### src/rtl/lsu_pkg.sv
// rtl/lsu_pkg.sv - shared types, opcode constants and opcode decode for the load/store unit
package lsu_pkg;

    // MIPS primary opcodes handled by the load/store unit
    localparam logic [5:0] OP_LB  = 6'h20;
    localparam logic [5:0] OP_LH  = 6'h21;
    localparam logic [5:0] OP_LW  = 6'h23;
    localparam logic [5:0] OP_LBU = 6'h24;
    localparam logic [5:0] OP_LHU = 6'h25;
    localparam logic [5:0] OP_SB  = 6'h28;
    localparam logic [5:0] OP_SH  = 6'h29;
    localparam logic [5:0] OP_SW  = 6'h2B;

    typedef enum logic [2:0] {
        ST_IDLE,
        ST_REQ,
        ST_WAIT,
        ST_RESP,
        ST_ERR
    } lsu_state_t;

    typedef enum logic [1:0] {
        SIZE_BYTE,
        SIZE_HALF,
        SIZE_WORD
    } mem_size_t;

    typedef struct packed {
        logic      legal;
        logic      is_store;
        logic      is_signed;
        mem_size_t size;
    } op_info_t;

    // Illegal opcodes decode as byte-sized so they never look misaligned;
    // the legal flag alone sends them to the error path.
    function automatic op_info_t decode_op(input logic [5:0] op);
        op_info_t info;
        info = '{legal: 1'b1, is_store: 1'b0, is_signed: 1'b0, size: SIZE_BYTE};
        case (op)
            OP_LB:   begin info.is_signed = 1'b1; info.size = SIZE_BYTE; end
            OP_LH:   begin info.is_signed = 1'b1; info.size = SIZE_HALF; end
            OP_LW:   info.size = SIZE_WORD;
            OP_LBU:  info.size = SIZE_BYTE;
            OP_LHU:  info.size = SIZE_HALF;
            OP_SB:   begin info.is_store = 1'b1; info.size = SIZE_BYTE; end
            OP_SH:   begin info.is_store = 1'b1; info.size = SIZE_HALF; end
            OP_SW:   begin info.is_store = 1'b1; info.size = SIZE_WORD; end
            default: info.legal = 1'b0;
        endcase
        return info;
    endfunction

endpackage

### src/rtl/lsu_align.sv
// rtl/lsu_align.sv - byte-lane steering for stores, load extraction/extension, alignment check
module lsu_align
    import lsu_pkg::*;
(
    input  mem_size_t   size,
    input  logic        is_signed,
    input  logic [1:0]  offset,
    input  logic [31:0] store_data,
    input  logic [31:0] rdata,
    output logic [3:0]  wmask,
    output logic [31:0] wdata,
    output logic [31:0] load_data,
    output logic        misaligned
);

    logic [7:0]  byte_sel;
    logic [15:0] half_sel;

    // Store lane enables and replicated store data
    always_comb begin
        wmask = 4'hF;
        wdata = store_data;
        case (size)
            SIZE_BYTE: begin
                wmask = 4'b0001 << offset;
                wdata = {4{store_data[7:0]}};
            end
            SIZE_HALF: begin
                wmask = 4'b0011 << offset;
                wdata = {2{store_data[15:0]}};
            end
            default: begin
                wmask = 4'hF;
                wdata = store_data;
            end
        endcase
    end

    // Pick the addressed lane out of the loaded word and extend it
    always_comb begin
        byte_sel  = rdata[7:0];
        half_sel  = offset[1] ? rdata[31:16] : rdata[15:0];
        load_data = rdata;
        case (offset)
            2'd0:    byte_sel = rdata[7:0];
            2'd1:    byte_sel = rdata[15:8];
            2'd2:    byte_sel = rdata[23:16];
            default: byte_sel = rdata[31:24];
        endcase
        case (size)
            SIZE_BYTE: load_data = {{24{is_signed & byte_sel[7]}}, byte_sel};
            SIZE_HALF: load_data = {{16{is_signed & half_sel[15]}}, half_sel};
            default:   load_data = rdata;
        endcase
    end

    // Halfwords need an even address, words need a multiple of four
    always_comb begin
        misaligned = 1'b0;
        case (size)
            SIZE_HALF: misaligned = offset[0];
            SIZE_WORD: misaligned = |offset;
            default:   misaligned = 1'b0;
        endcase
    end

endmodule

### src/rtl/lsu.sv
// rtl/lsu.sv - load/store unit FSM driving the data-memory request/grant/response handshake
module lsu
    import lsu_pkg::*;
(
    input  logic        clk,
    input  logic        rst,
    input  logic        valid_in,
    output logic        ready_out,
    input  logic [5:0]  opcode,
    input  logic [31:0] addr,
    input  logic [31:0] store_data,
    input  logic [4:0]  rd_idx,
    output logic        mem_req,
    output logic        mem_we,
    output logic [31:0] mem_addr,
    output logic [3:0]  mem_wmask,
    output logic [31:0] mem_wdata,
    input  logic        mem_gnt,
    input  logic        mem_rvalid,
    input  logic [31:0] mem_rdata,
    output logic        wb_valid,
    output logic [4:0]  wb_idx,
    output logic [31:0] wb_data,
    output logic        addr_err,
    output logic [31:0] bad_vaddr
);

    lsu_state_t  state, state_nx;
    op_info_t    info;

    logic        we_q, signed_q;
    mem_size_t   size_q;
    logic [1:0]  off_q;
    logic [31:0] addr_q, wdata_q, wb_data_q, bad_vaddr_q;
    logic [3:0]  wmask_q;
    logic [4:0]  idx_q;

    mem_size_t   al_size;
    logic        al_signed;
    logic [1:0]  al_off;
    logic [3:0]  al_wmask;
    logic [31:0] al_wdata, al_load;
    logic        al_misaligned;
    logic        accept_ok, accept_err;

    assign info = decode_op(opcode);

    // The aligner sees the live instruction while idle and the captured one afterwards
    always_comb begin
        al_size   = size_q;
        al_signed = signed_q;
        al_off    = off_q;
        if (state == ST_IDLE) begin
            al_size   = info.size;
            al_signed = info.is_signed;
            al_off    = addr[1:0];
        end
    end

    lsu_align u_align (
        .size       (al_size),
        .is_signed  (al_signed),
        .offset     (al_off),
        .store_data (store_data),
        .rdata      (mem_rdata),
        .wmask      (al_wmask),
        .wdata      (al_wdata),
        .load_data  (al_load),
        .misaligned (al_misaligned)
    );

    assign accept_ok  = (state == ST_IDLE) && valid_in && info.legal && !al_misaligned;
    assign accept_err = (state == ST_IDLE) && valid_in && (!info.legal || al_misaligned);

    // State register
    always_ff @(posedge clk) begin
        if (rst) state <= ST_IDLE;
        else     state <= state_nx;
    end

    // Next-state logic
    always_comb begin
        state_nx = state;
        case (state)
            ST_IDLE: begin
                if (accept_ok)       state_nx = ST_REQ;
                else if (accept_err) state_nx = ST_ERR;
            end
            ST_REQ:  if (mem_gnt) state_nx = we_q ? ST_IDLE : ST_WAIT;
            ST_WAIT: if (mem_rvalid) state_nx = ST_RESP;
            ST_RESP: state_nx = ST_IDLE;
            ST_ERR:  state_nx = ST_IDLE;
            default: state_nx = ST_IDLE;
        endcase
    end

    // Capture the accepted request, the load result and the faulting address
    always_ff @(posedge clk) begin
        if (rst) begin
            we_q        <= 1'b0;
            signed_q    <= 1'b0;
            size_q      <= SIZE_BYTE;
            off_q       <= 2'd0;
            addr_q      <= 32'd0;
            wmask_q     <= 4'd0;
            wdata_q     <= 32'd0;
            idx_q       <= 5'd0;
            wb_data_q   <= 32'd0;
            bad_vaddr_q <= 32'd0;
        end else begin
            if (accept_ok) begin
                we_q     <= info.is_store;
                signed_q <= info.is_signed;
                size_q   <= info.size;
                off_q    <= addr[1:0];
                addr_q   <= {addr[31:2], 2'b00};
                wmask_q  <= info.is_store ? al_wmask : 4'd0;
                wdata_q  <= al_wdata;
                idx_q    <= rd_idx;
            end
            if (accept_err) bad_vaddr_q <= addr;
            if ((state == ST_WAIT) && mem_rvalid) wb_data_q <= al_load;
        end
    end

    // Outputs: memory signals only while requesting, strobes from state
    always_comb begin
        ready_out = (state == ST_IDLE);
        mem_req   = 1'b0;
        mem_we    = 1'b0;
        mem_addr  = 32'd0;
        mem_wmask = 4'd0;
        mem_wdata = 32'd0;
        wb_valid  = (state == ST_RESP);
        addr_err  = (state == ST_ERR);
        wb_idx    = idx_q;
        wb_data   = wb_data_q;
        bad_vaddr = bad_vaddr_q;
        if (state == ST_REQ) begin
            mem_req   = 1'b1;
            mem_we    = we_q;
            mem_addr  = addr_q;
            mem_wmask = wmask_q;
            mem_wdata = wdata_q;
        end
    end

endmodule

### config.mk
export PLATFORM = sky130hd
export DESIGN_NAME = lsu
export DESIGN_NICKNAME = d
export VERILOG_FILES = /design/src/rtl/lsu_pkg.sv /design/src/rtl/lsu_align.sv /design/src/rtl/lsu.sv
export SDC_FILE = /design/constraint.sdc
export NUM_CORES = 1
export LEC_CHECK = 0
export BUFFER_PORTS_ARGS = -buffer_cell sky130_fd_sc_hd__buf_2
export CORE_MARGIN = 8
export CORE_UTILIZATION = 54
export CTS_CLUSTER_DIAMETER = 30
export DETAILED_ROUTE_END_ITERATION = 7
export GPL_ROUTABILITY_DRIVEN = 0
export HOLD_SLACK_MARGIN = 0.1
export PLACE_DENSITY = 0.95
export SLEW_MARGIN = 20
export SYNTH_ARGS = -nofsm -noshare
export SYNTH_HDL_FRONTEND = slang
export SYNTH_HIERARCHICAL = 1
export SYNTH_SLANG_ARGS = --single-unit
### constraint.sdc
create_clock -name clk -period 9.2 [get_ports clk]
set_input_delay 0.92 -clock clk [delete_from_list [all_inputs] [get_ports clk]]
set_output_delay 0.92 -clock clk [all_outputs]
set_load 0.01 [all_outputs]
==> results of run 1 <==
==> critical path: cells and delay by family (launching register included) <==
kind | cells | cell delay, ns
multiplexers | 1 | 0.43
adder cells (fa/ha/maj) | 1 | 0.20
flip-flops | 1 | 0.41
buffers and inverters | 1 | 0.21
AND/OR/NAND/NOR | 3 | 1.39
AO/OA/AOI/OAI | 4 | 1.24
==> power by group <==
group	switching, W	internal, W	total (W)
Sequential	0.0000117	0.000643	0.000655
Clock	0.000269	0.000409	0.000678
Combinational	0.000142	0.0000824	0.000224
==> kinds of logic after synthesis <==
family | Yosys count
AO/OA/AOI/OAI | 251
adder cells (fa/ha/maj) | 3
buffers and inverters | 96
flip-flops | 144
multiplexers | 26
other | 1
AND/OR/NAND/NOR | 403
==> placed cells by master, fill, tap and decap left out, types with 8 or more instances in the layout <==
master,n
nand2_1,260
buf_2,250
dfxtp_1,144
a21oi_1,140
and2_1,67
nand3_1,36
o21ai_0,36
clkbuf_16,17
o211ai_2,16
o22ai_1,15
buf_4,14
mux2_2,13
nand2b_1,11
mux2i_1,11
a22oi_1,10
a22o_1,8
==> area by class of cell <==
class / instances / area, um2 / area share, %
inverters: 6 / 22.5 / 0.254
repair buffers: 265 / 1380 / 15.5
flip-flops and latches: 144 / 2880 / 32.5
multi-input cells: 685 / 3780 / 42.7
well taps: 176 / 220 / 2.48
clock inverters: 11 / 133 / 1.50
clock buffers: 21 / 450 / 5.08
==> routing by layer <==
layer / GRT usage (%) / up-vias
met1: 30.8 / 3425
met4: 13.6 / 0
met5: 0 / -
li1: - / 3514
met3: 8.24 / 87
met2: 44.5 / 468
==> per-stage QoR <==
| step | utilization [%] | instance area (um2) | setup WS, ns |
|---|---|---|---|
| 3_3_place_gp | 63.4 | 8260 | 4.99 |
| 4_1_cts | 68.0 | 8870 | 5.28 |
| 5_1_grt | 68.1 | 8870 | 5.03 |
| 3_5_place_dp | 63.6 | 8290 | 5.17 |
| 2_1_floorplan | - | 7100 | 5.81 |
| 6_report | 68.1 | 8870 | 5.23 |
==> registers in the layout (all words and copies together) (netlist names) <==
register,count
size_q,2
signed_q,1
wmask_q,4
state,3
we_q,1
off_q,2
bad_vaddr,32
wb_data,32
addr_q,30
wdata_q,32
wb_idx,5
==> how the worst max path moves through the flow <==
stage                     to  depth (start not counted)      start
2_1_floorplan       state[0]                         12   state[2]
3_3_place_gp    bad_vaddr[9]                         13  opcode[2]
3_5_place_dp   bad_vaddr[17]                         13  opcode[2]
4_1_cts         bad_vaddr[8]                         10   state[2]
5_1_grt         bad_vaddr[8]                         10   state[2]
6_report        bad_vaddr[8]                         10   state[2]
==> metrics.log, run 1 <==
[metrics] setup slack, reg-to-reg: ~5.2 ns
[metrics] Slew Limit Headroom: 39.3%
[metrics] Post-Route Hold Slack: 0.449 ns
[metrics] area of the core: 0.0130 mm2
[metrics] vias per inst: 5.73
[metrics] startpoint types: register
[metrics] fill cell count: 1029
[metrics] Fin. Hold Viols: 0
[metrics] leakage power of the design: 3.88 nW
[metrics] width of the die: 131 um
[metrics] Overall Global Routing Usage: 26.9%
[metrics] CP Max Fanout: 33
[metrics] beginning of the worst register-to-register path: state[2]
[metrics] Simple-Gate Fraction of Synth Area: 26.2%
[metrics] dominant combinational cell family by area after synthesis: simple AND/OR/NAND/NOR gates
[metrics] maximum number of pins on one net before global-route repair: 87
[metrics] clock tree from TritonCTS: built
[metrics] count of yosys warnings during synthesis: 6
[metrics] hold path depth: 2
[metrics] total met2 wirelength after detailed routing: 11.1 mm
[metrics] die height: 131 um
[metrics] average wire length per cell after detail routing: 17.9 um
[metrics] mean cell area of the mapped netlist: about 7.7 um2
[metrics] number of buffers created by CTS: 17
[metrics] first-pass GRT wire length: 36.3 mm
[metrics] Final Critical Period: 3.97 ns
[metrics] adder-cell area share of the yosys netlist: 0.529%
[metrics] post-route ant nets: 0
[metrics] top sig layer: met4
[metrics] clock slew at the register clock pins of the worst setup and hold paths: 0.06 ns
[metrics] met1 layer wirelength in the final routing: about 8.8 mm
[metrics] H-Tree Level Count: 4
[metrics] floorplan row count: 42
[metrics] total power draw: between 0.0015 and 0.002 W
[metrics] Total Routed Length: ~23 mm
[metrics] cells along the critical path: nor3_1, mux2_2, ha_1, buf_4, nand2_1, a21boi_0, or3b_2, a21oi_4, o21ai_0, a21oi_1
[metrics] max-slew violation total from the final report: 0
[metrics] list of most frequent post-synthesis cells: nand2_1, dfxtp_1, a21oi_1
[metrics] Synth Instances: 924
[metrics] Resized cells post-CTS: 0
[metrics] cells on worst reg2reg path: 10
[metrics] mapped cell area: 0.00710 mm2
[metrics] WS Path Type: reg2reg
[metrics] initial cell density of the core: a little over half
[metrics] Met3 Wirelength: 2.50 mm
[metrics] distinct cell type count of the synthesized netlist: 46
[metrics] Synth top area share: 40.6%
[metrics] cell with the most instances after synthesis: nand2_1
[metrics] latest clock arrival within the worst-skew pair: 0.42 ns
[metrics] overflow left after global routing: 0
[metrics] worst ir drop on vdd: 155 uV
[metrics] worst-margin pin slew: 0.911 ns
[metrics] worst hold path startpoint: wdata_q[2]
[metrics] Buffers on Ports: 251
[metrics] achievable clock frequency: 252 MHz
[metrics] compound-cell area share of the yosys netlist: a little over a fifth
[metrics] xor/xnor cell area share of the yosys netlist: 0%
[metrics] sum of negative setup slack: 0 ns
[metrics] total via count after detailed routing: 7494
[metrics] via count of the first global-routing pass: 7187
[metrics] clock net sink count: about 140
[metrics] count of endpoints failing setup in the final report: 0
[metrics] diode insertion count for antenna repair: 0
[metrics] library cell with the largest summed area after synthesis: dfxtp_1
[metrics] delay of the slowest cell on the worst path: 0.73 ns
[metrics] Hold Crit Endpoint: wdata_q[2]
[metrics] total DRC errors in the routed layout: 0
[metrics] number of setup buffers added after CTS: 0
[metrics] sequential fraction of the synthesis area: 40.6%
[metrics] layout cell share with drive strength beyond 1: 29.9%
[metrics] critical register-to-register path endpoint: bad_vaddr[8]
[metrics] top-level I/O count: 254
[metrics] status: complete, no violations
[metrics] async set-or-reset flop fraction in the synthesized netlist: 0%
[metrics] post-route clock period utilization: 43.2%
[metrics] router iterations before antenna repair: 6
[metrics] setup repair after global routing missed its margin: no
[metrics] HPWL after DPL: between 15 and 20 mm
[metrics] Final Non-Filler Cells: 1308
[metrics] nature of the critical path endpoint: register
[metrics] data arrival time of the worst path: 4.31 ns
[metrics] Max Cap Viol: 0
[metrics] Total Nets Final: between 1000 and 1500
[metrics] setup skew after layout: approximately 0.0072 ns
[metrics] number of synthesized register bits: between 100 and 150
[metrics] ranking of synthesized cells by area: dfxtp_1, nand2_1, a21oi_1, and2_1, clkbuf_1
[metrics] buffer cell driving the clock tree root: clkbuf_16
[metrics] pwr dens: 176 mW/mm2
[metrics] number of synthesized flops with an enable pin: 0
[metrics] synth-to-layout area growth: 24.9%
[metrics] 1st-iter DRT viols: 664
[metrics] slowest stage cell on the critical path: nor3_1
[metrics] Cell Count Post-Placement: about 1300
[metrics] Post-synth top flop: dfxtp_1
[metrics] Die Outline Area: 0.0171 mm2
[metrics] number of hold buffers added after CTS: 0
[metrics] antenna violations before repair: 0
[metrics] buffer levels on the longest clock path: 2
[metrics] Required @ worst endpoint: 9.54 ns
[metrics] post-synthesis mux area share: 4.14%
[metrics] Min-Delay Path Class: reg2reg
Note: power is estimated with default switching activity, not from simulation.
==> inputs of run 2 (changes only) <==
--- a/config.mk
+++ b/config.mk
@@ -7,12 +7,12 @@
 export LEC_CHECK = 0
 export BUFFER_PORTS_ARGS = -buffer_cell sky130_fd_sc_hd__buf_2
 export CORE_MARGIN = 8
-export CORE_UTILIZATION = 54
+export CORE_UTILIZATION = 45
 export CTS_CLUSTER_DIAMETER = 30
 export DETAILED_ROUTE_END_ITERATION = 7
 export GPL_ROUTABILITY_DRIVEN = 0
 export HOLD_SLACK_MARGIN = 0.1
-export PLACE_DENSITY = 0.95
+export PLACE_DENSITY = 0.86
 export SLEW_MARGIN = 20
 export SYNTH_ARGS = -nofsm -noshare
 export SYNTH_HDL_FRONTEND = slang
==> constraint.sdc (replaced) <==
create_clock -name clk -period 3.4 [get_ports clk]
set_input_delay 0.34 -clock clk [delete_from_list [all_inputs] [get_ports clk]]
set_output_delay 0.34 -clock clk [all_outputs]
set_load 0.01 [all_outputs]
==> metrics.log, run 2 (same netlist as run 1, synthesis figures left out) <==
[metrics] status: complete, no violations (unchanged)
[metrics] router iterations before antenna repair: 6 (unchanged)
[metrics] Overall Global Routing Usage: 22.1% (was 26.9%)
[metrics] first-pass GRT wire length: 35.9 mm (was 36.3 mm)
[metrics] fill cell count: 1442 (was 1029)
[metrics] vias per inst: 5.40 (was 5.73)
[metrics] total DRC errors in the routed layout: 0 (unchanged)
[metrics] nature of the critical path endpoint: register (unchanged)
[metrics] number of hold buffers added after CTS: 0 (unchanged)
[metrics] area of the core: 0.0157 mm2 (was 0.0130 mm2)
[metrics] post-route ant nets: 0 (unchanged)
[metrics] maximum number of pins on one net before global-route repair: 78 (was 87)
[metrics] Sw Ratio: 29.4% (was 27.1%)
[metrics] Resized cells post-CTS: 0 (unchanged)
[metrics] WS Path Type: reg2reg (unchanged)
[metrics] Seq pwr share: 42.3% (was 42.1%)
[metrics] number of setup buffers added after CTS: 0 (unchanged)
[metrics] die height: 142 um (was 131 um)
[metrics] top-level I/O count: 254 (unchanged)
[metrics] leakage power of the design: 3.93 nW (was 3.88 nW)
[metrics] Fin. Hold Viols: 0 (unchanged)
[metrics] GR Util met2: 35.6% (was 44.5%)
[metrics] data arrival time of the worst path: 3.39 ns (was 4.31 ns)
[metrics] Max Cap Viol: 0 (unchanged)
[metrics] synth-to-layout area growth: 26.3% (was 24.9%)
[metrics] pwr dens: 465 mW/mm2 (was 176 mW/mm2)
[metrics] global routing usage on met3: 7.09% (was 8.24%)
[metrics] global routing's busiest layer: met2 (unchanged)
[metrics] setup repair after global routing missed its margin: no (unchanged)
[metrics] CP Max Fanout: 33 (unchanged)
[metrics] floorplan row count: 46 (was 42)
[metrics] Buffers on Ports: 251 (unchanged)
[metrics] clock slew at the register clock pins of the worst setup and hold paths: 0.07 ns (was 0.06 ns)
[metrics] max-slew violation total from the final report: 0 (unchanged)
[metrics] Die Outline Area: 0.0201 mm2 (was 0.0171 mm2)
[metrics] initial cell density of the core: 45.3% (was 54.5%)
[metrics] Required @ worst endpoint: 3.74 ns (was 9.54 ns)
[metrics] HPWL after DPL: 16.4 mm (was 16.0 mm)
[metrics] average wire length per cell after detail routing: 16.8 um (was 17.9 um)
[metrics] net switching power: 0.00123 W (was 0.000422 W)
[metrics] count of endpoints failing setup in the final report: 0 (unchanged)
[metrics] startpoint types: register (unchanged)
[metrics] clock net sink count: 144 (unchanged)
[metrics] antenna violations before repair: 0 (unchanged)
[metrics] post-route clock period utilization: 89.7% (was 43.2%)
[metrics] Setup Slack @ Placement: 0.212 ns (was 5.17 ns)
[metrics] sum of negative setup slack: 0 ns (unchanged)
[metrics] clock tree from TritonCTS: built (unchanged)
[metrics] buffer levels on the longest clock path: 2 (unchanged)
[metrics] latest clock arrival within the worst-skew pair: 0.42 ns (about the same)
[metrics] worst ir drop on vdd: 310 uV (was 155 uV)
[metrics] layout cell share with drive strength beyond 1: 30.8% (was 29.9%)
[metrics] overflow left after global routing: 0 (unchanged)
[metrics] Slew Limit Headroom: 44.9% (was 39.3%)
[metrics] Total Routed Length: 22.8 mm (was 23.4 mm)
[metrics] portion of total power attributed to the clock network: 43.0% (was 43.5%)
[metrics] Int Power: 0.00295 W (was 0.00113 W)
[metrics] Min-Delay Path Class: in2reg (was reg2reg)
[metrics] width of the die: 142 um (was 131 um)
[metrics] H-Tree Level Count: 4 (unchanged)
[metrics] diode insertion count for antenna repair: 0 (unchanged)
[metrics] commonest non-fill, non-tap cell in the layout: nand2_1 (unchanged)
[metrics] 1st-iter DRT viols: 467 (was 664)
[metrics] total via count after detailed routing: 7328 (was 7494)
[metrics] Final Critical Period: 3.05 ns (was 3.97 ns)
[metrics] achievable clock frequency: 328 MHz (was 252 MHz)
[metrics] setup slack after layout: 0.350 ns (was 5.23 ns)
[metrics] Final Non-Filler Cells: 1357 (was 1308)
[metrics] Cell Count Post-Placement: 1325 (was 1276)
[metrics] number of buffers created by CTS: 17 (unchanged)
[metrics] worst-margin pin slew: 0.826 ns (was 0.911 ns)
[metrics] setup skew after layout: 0.00869 ns (was 0.00715 ns)
[metrics] met1 GRT Util: 25.8% (was 30.8%)
[metrics] Total Nets Final: 1243 (was 1234)
[metrics] logic gate share of total power: 14.7% (was 14.4%)
[metrics] via count of the first global-routing pass: 7117 (was 7187)
[metrics] commonest cells after routing, fill and taps aside: nand2_1, buf_2, dfxtp_1, a21oi_1, and2_1 (unchanged)
[metrics] buffer cell driving the clock tree root: clkbuf_16 (unchanged)
run 2: cell types whose count changed in the layout (fill, tap and decap cells not counted), moves of 2 or more:
| cell | before | now |
|---|---|---|
| buf_4 | 14 | 23 |
| bufinv_16 | 2 | 0 |
| inv_8 | 0 | 5 |
| clkinv_4 | 4 | 1 |
| clkbuf_1 | 3 | 0 |
| inv_6 | 2 | 5 |
run 2: per-stage QoR:
step / hold WS [ns] / power (W) / utilization (%) / cell area [um2]
finish: 0.158 / 0.00417 / 57.3 / 8960
global route: 0.154 / 0.00433 / 57.3 / 8960
CTS: 0.145 / 0.00420 / 57.3 / 8960
detailed placement: 0.442 / 0.00241 / 53.6 / 8400
global placement: 0.437 / 0.00240 / 53.6 / 8400
floorplan: 0.432 / 0.00220 / - / 7100
run 2: area by class of cell:
type	instances	area [um2]	share of cell area [%]
timing repair buffer	274	1440	16.1
tap	216	270	3.01
multi-input combinational	685	3780	42.1
inverter	6	22.5	0.251
sequential	144	2880	32.2
clock buffer	17	425	4.75
clock inverter	15	143	1.59
run 2: metal layers:
layer | routed length [um] | vias up | part of all wire (%)
met4 | 940 | 0 | 4.1
li1 | - | 3531 | -
met5 | 0 | - | 0
met3 | 2170 | 69 | 9.5
met2 | 10700 | 342 | 47
met1 | 8960 | 3386 | 39
run 2: power by group through the flow:
stage          clock network, W  logic, W  registers, W
2_1_floorplan                 0  0.000384       0.00181
3_3_place_gp                  0  0.000602       0.00180
3_5_place_dp                  0  0.000608       0.00180
4_1_cts                 0.00183  0.000610       0.00176
5_1_grt                 0.00189  0.000672       0.00177
6_report                0.00179  0.000615       0.00176
run 2: final timing paths:
check,start,to,slack [ns],depth (start not counted)
setup / recovery,state[2],wdata_q[1],0.35,11
hold / removal,rd_idx[2],wb_idx[2],0.16,3
setup reg to reg,state[2],wdata_q[1],0.35,11
hold reg to reg,addr_q[26],addr_q[26],0.45,2
run 2: worst max-delay path, stage by stage (launching register included):
cell	delay [ns]
dfxtp_1	0.31
nor3_1	0.20
buf_4	0.20
mux2_2	0.35
inv_1	0.10
ha_1	0.24
a21boi_0	0.14
or3b_2	0.51
a211oi_4	0.30
buf_4	0.38
nand2_1	0.11
a21oi_1	0.15
